<file path="src/rtl/uart_rx_oversample.sv">
// 8N1 UART receiver: 2-flop synchroniser, 3-sample majority vote, mid-bit sampling, stop-bit check.
// Define UART_RX_PARITY_EN to receive 8E1 frames and enable the parity_err output.
module uart_rx_oversample #(
  parameter int CLK_FREQ = 1000000,
  parameter int BAUD     = 9600
) (
  input  logic       clk,
  input  logic       rst,
  input  logic       rx,
  output logic [7:0] doutrx,
  output logic       donerx,
  output logic       frame_err,
  output logic       rx_busy
`ifdef UART_RX_PARITY_EN
  ,
  output logic       parity_err
`endif
);

  localparam int B    = CLK_FREQ / BAUD;
  localparam int HALF = B / 2;
  localparam int CW   = $clog2(B);
  localparam logic [CW-1:0] HALF_LAST = CW'(HALF - 1);
  localparam logic [CW-1:0] BIT_LAST  = CW'(B - 1);

  typedef enum logic [2:0] {
    IDLE,
    START,
    DATA,
    PARITY,
    STOP,
    WAIT_IDLE
  } state_t;

  state_t        state_reg;
  logic [1:0]    sync_reg;
  logic [2:0]    hist_reg;
  logic [CW-1:0] cnt_reg;
  logic [2:0]    bit_reg;
  logic [7:0]    data_reg;
  logic          rs;
  logic          vote;
`ifdef UART_RX_PARITY_EN
  logic          par_reg;
`endif

  assign rs   = sync_reg[1];
  assign vote = (hist_reg[0] & hist_reg[1]) | (hist_reg[0] & hist_reg[2]) |
                (hist_reg[1] & hist_reg[2]);

  // Synchroniser and vote history idle high so reset never looks like a start edge.
  always_ff @(posedge clk) begin
    if (rst) begin
      sync_reg <= 2'b11;
      hist_reg <= 3'b111;
    end else begin
      sync_reg <= {sync_reg[0], rx};
      hist_reg <= {hist_reg[1:0], rs};
    end
  end

  always_ff @(posedge clk) begin
    if (rst) begin
      state_reg  <= IDLE;
      cnt_reg    <= '0;
      bit_reg    <= '0;
      data_reg   <= '0;
      doutrx     <= '0;
      donerx     <= 1'b0;
      frame_err  <= 1'b0;
      rx_busy    <= 1'b0;
`ifdef UART_RX_PARITY_EN
      par_reg    <= 1'b0;
      parity_err <= 1'b0;
`endif
    end else begin
      donerx    <= 1'b0;
      frame_err <= 1'b0;
`ifdef UART_RX_PARITY_EN
      parity_err <= 1'b0;
`endif
      case (state_reg)
        IDLE: begin
          if (hist_reg[0] && !rs) begin
            state_reg <= START;
            cnt_reg   <= '0;
            rx_busy   <= 1'b1;
          end
        end
        START: begin
          if (cnt_reg == HALF_LAST) begin
            cnt_reg <= '0;
            bit_reg <= '0;
            if (vote) begin
              state_reg <= IDLE;
              rx_busy   <= 1'b0;
            end else begin
              state_reg <= DATA;
            end
          end else begin
            cnt_reg <= cnt_reg + 1'b1;
          end
        end
        DATA: begin
          if (cnt_reg == BIT_LAST) begin
            cnt_reg  <= '0;
            data_reg <= {vote, data_reg[7:1]};
            if (bit_reg == 3'd7) begin
`ifdef UART_RX_PARITY_EN
              state_reg <= PARITY;
`else
              state_reg <= STOP;
`endif
            end else begin
              bit_reg <= bit_reg + 1'b1;
            end
          end else begin
            cnt_reg <= cnt_reg + 1'b1;
          end
        end
`ifdef UART_RX_PARITY_EN
        PARITY: begin
          if (cnt_reg == BIT_LAST) begin
            cnt_reg   <= '0;
            par_reg   <= vote;
            state_reg <= STOP;
          end else begin
            cnt_reg <= cnt_reg + 1'b1;
          end
        end
`endif
        STOP: begin
          if (cnt_reg == BIT_LAST) begin
            cnt_reg <= '0;
            if (vote) begin
              // Returning to IDLE at mid-stop-bit leaves room to catch a back-to-back start edge.
              doutrx    <= data_reg;
              donerx    <= 1'b1;
              state_reg <= IDLE;
              rx_busy   <= 1'b0;
`ifdef UART_RX_PARITY_EN
              parity_err <= ^{data_reg, par_reg};
`endif
            end else begin
              frame_err <= 1'b1;
              state_reg <= WAIT_IDLE;
            end
          end else begin
            cnt_reg <= cnt_reg + 1'b1;
          end
        end
        WAIT_IDLE: begin
          // A held-low line (break) must return high before a new start edge is accepted.
          if (rs) begin
            state_reg <= IDLE;
            rx_busy   <= 1'b0;
          end
        end
        default: begin
          state_reg <= IDLE;
          rx_busy   <= 1'b0;
        end
      endcase
    end
  end

endmodule
</file>
<file path="config.mk">
export PLATFORM = sky130hd
export DESIGN_NAME = uart_rx_oversample
export DESIGN_NICKNAME = d
export VERILOG_FILES = /design/src/rtl/uart_rx_oversample.sv
export SDC_FILE = /design/constraint.sdc
export NUM_CORES = 1
export LEC_CHECK = 0
export ABC_AREA = 1
export CAP_MARGIN = 20
export CORE_MARGIN = 4
export CORE_UTILIZATION = 42
export DETAILED_ROUTE_END_ITERATION = 6
export GPL_TIMING_DRIVEN = 0
export PLACE_DENSITY_LB_ADDON = 0.08
export SYNTH_ARGS = -nofsm -noshare
export SYNTH_HDL_FRONTEND = slang
export SYNTH_SLANG_ARGS = --single-unit
</file>
<file path="constraint.sdc">
create_clock -name clk -period 4.1 [get_ports clk]
set_clock_uncertainty 0.1 [all_clocks]
set_input_delay 0.615 -clock clk [delete_from_list [all_inputs] [get_ports clk]]
set_output_delay 0.615 -clock clk [all_outputs]
set_load 0.02 [all_outputs]
</file>
==> impl_metrics.env <==
export IMPL_max_freq_mhz=515
export IMPL_setup_viol=0
export IMPL_period_share_pct=47.3
export IMPL_die_h_um=71.4
export IMPL_max_stage_delay_ns=0.62
export IMPL_io_buffers=13
export IMPL_drive_gt1_share_pct=12.8
export IMPL_first_pass_iters=4
export IMPL_syn_nets=236
export IMPL_ant_nets=0
export IMPL_synth_area_per_cell_um2=7.33
export IMPL_cap_violations=0
export IMPL_grt_usage_pct=14.3
export IMPL_power_leakage_nw=0.844
export IMPL_clkSlewWorstSetupHoldPaths_ns=0.06
export IMPL_slew_headroom_pct=65.8
export IMPL_outcome="finished clean"
export IMPL_cts_sinks=37
export IMPL_combPwrFrac_pct=34.1
export IMPL_power_share_sequential_pct=40.5
export IMPL_r2r_start="cnt_reg[0]"
export IMPL_grt_max_degree=11
export IMPL_worstSkewPairLatency_ns=0.28
export IMPL_synth_seq_cells=37
export IMPL_fin_cells=298
export IMPL_cts_root_buf="clkbuf_8"
export IMPL_hold_violations=0
export IMPL_placedCellCount=291
export IMPL_power_density_mw_per_mm2=511
export IMPL_viasPerCell=4.86
export IMPL_fillCellCount=365
export IMPL_wire_per_inst_um=11.2
export IMPL_pwr_share_clk_pct=25.4
export IMPL_ios=14
export IMPL_drc_errors=0
export IMPL_syn_to_final_growth_pct=16.4
export IMPL_regToRegSetupSlack_ns=2.32
export IMPL_worst_slack_ns=2.16
export IMPL_grt_pass1_vias=1316
export IMPL_intPower_mw=0.630
export IMPL_initial_core_util_pct=44.7
export IMPL_cts_buffer_depth=2
export IMPL_critPathKind="reg -> out"
export IMPL_cts_hold_buffers=0
export IMPL_wirelength_mm=3.35
export IMPL_cts_max_level=2
export IMPL_cts_resized=0
export IMPL_reg2reg_depth=10
export IMPL_die_x_um=71.4
export IMPL_pre_cts_slack_ns=2.15
export IMPL_ys_seq_area_share_pct=43.9
export IMPL_min_to="hist_reg[2]"
export IMPL_die_area_mm2=0.00509
export IMPL_syn_cell_area_mm2=0.00169
export IMPL_cts_buffers_inserted=5
export IMPL_cts_setup_buffers=0
export IMPL_tritoncts="built"
export IMPL_power_switching_share_pct=37.2
export IMPL_cp_data_arrival_time_ns=1.23
export IMPL_hp_class="reg -> reg"
export IMPL_crit_buf_inv=1
export IMPL_drv_slew=0
export IMPL_final_common_cell="nand2_1"
export IMPL_hpwlAfterDp_mm=2.56
export IMPL_min_period_ns=1.94
export IMPL_path_delay_family="buffers and inverters"
export IMPL_hp_start="hist_reg[1]"
export IMPL_cp_cell_sequence="clkdlybuf4s50_1"
export IMPL_via_count=1449
export IMPL_antenna_found_initial=0
export IMPL_r2r_end="state_reg[1]"
export IMPL_drt_iter0_drc=48
export IMPL_ys_types=27
export IMPL_min_path_cells=2
export IMPL_critPathMaxFanout=2
export IMPL_grt_pass1_wl_mm=5.86
export IMPL_p_sw_mw=0.373
export IMPL_required_ns=3.38
export IMPL_syn_inst=230
export IMPL_crit_path_start_kind="flop"
export IMPL_ir_drop_v=0.000239
export IMPL_n_antenna_cell=0
export IMPL_yosys_warnings=0
export IMPL_place_gp_congestion=0.887
export IMPL_rows=22
export IMPL_setup_tns_ns=0
export IMPL_core_area_mm2=0.00377
export IMPL_nets=256
export IMPL_grt_overflow_total=0
export IMPL_worstSetupEndpointType="output port"
export IMPL_rsz0062_at_grt="false"
export IMPL_tightest_slew_ns=0.512
export IMPL_cp_slowest_cell="clkdlybuf4s50_1"
export IMPL_most_common_layout_cells="nand2_1 (39), dfxtp_1 (37), nor2_1 (35)"
-- through the flow --
| step | hold slack (ns) | util, % | power [mW] | area [µm²] |
|---|---|---|---|---|
| detailed placement | 0.306 | 49.8 | 0.759 | 1880 |
| CTS | 0.322 | 52.1 | 1.01 | 1960 |
| global route | 0.346 | 52.1 | 1.09 | 1960 |
| floorplan | 0.289 | - | 0.687 | 1690 |
| finish | 0.318 | 52.1 | 1.00 | 1960 |
| global placement | 0.296 | 49.8 | 0.757 | 1880 |
-- synthesized netlist by cell type, drive strengths merged --
| cell type | number | area share, % |
|---|---|---|
| nor3 | 2 | 1.3 |
| o21ai | 26 | 8.4 |
| ha | 3 | 2.2 |
| nand4 | 3 | 1.1 |
| buf | 4 | 1.9 |
| and3 | 1 | 0.37 |
| nor4 | 1 | 0.37 |
| nand3 | 12 | 4.2 |
| o21bai | 1 | 0.45 |
| mux2i | 1 | 0.59 |
| inv | 33 | 7.3 |
| nand2 | 43 | 10 |
| nor2 | 39 | 9.3 |
| nand3b | 1 | 1.2 |
| clkbuf | 1 | 0.22 |
| or2 | 3 | 1.1 |
| dfxtp | 37 | 44 |
| a21oi | 19 | 5.6 |
-- power by group through the flow --
stage | sequential, mW | combinational (mW) | clock (mW)
floorplan | 0.414 | 0.273 | 0
global placement | 0.414 | 0.343 | 0
detailed placement | 0.414 | 0.345 | 0
CTS | 0.406 | 0.346 | 0.263
global route | 0.409 | 0.396 | 0.281
finish | 0.406 | 0.342 | 0.255
-- per-layer routing --
layer,global-route usage [%],share of wire [%],up-vias
li1,-,-,769
met1,19.6,49,650
met2,21.8,45,25
met3,3.51,4.7,5
met4,5.01,1.1,0
met5,0,0,-
-- how the worst max path moves through the flow --
stage	startpoint	to	slack, ns	cells after the start
after detailed placement	rst	frame_err	2.15	3
after global placement	rst	frame_err	2.13	3
after global routing	doutrx[3]	doutrx[3]	2.11	1
after CTS	doutrx[3]	doutrx[3]	2.14	1
final	doutrx[3]	doutrx[3]	2.16	1
after floorplan	cnt_reg[0]	doutrx[5]	2.58	8
-- layout make-up --
cell class / instances / area (µm²) / share of cell area [%]
multi-input cells: 155 / 786 / 40.0
flip-flops and latches: 37 / 741 / 37.7
repair buffers: 13 / 130 / 6.63
inverters: 33 / 124 / 6.31
clock buffers: 7 / 86.3 / 4.40
well taps: 48 / 60.1 / 3.06
plain buffers: 5 / 36.3 / 1.85
-- kinds of logic (layout without fill, tap and decap cells) --
kind of cell               after synthesis  in the layout  share of synthesized area (%)
buffers and inverters                   38             58                           9.50
muxes                                    1              1                          0.593
AOI/OAI and AO/OA                       46             46                           14.5
and+or+nand+nor                        105            105                           29.3
DFF                                     37             37                           43.9
adders and majority gates                3              3                           2.23
Power figures use the tool's default switching activity.
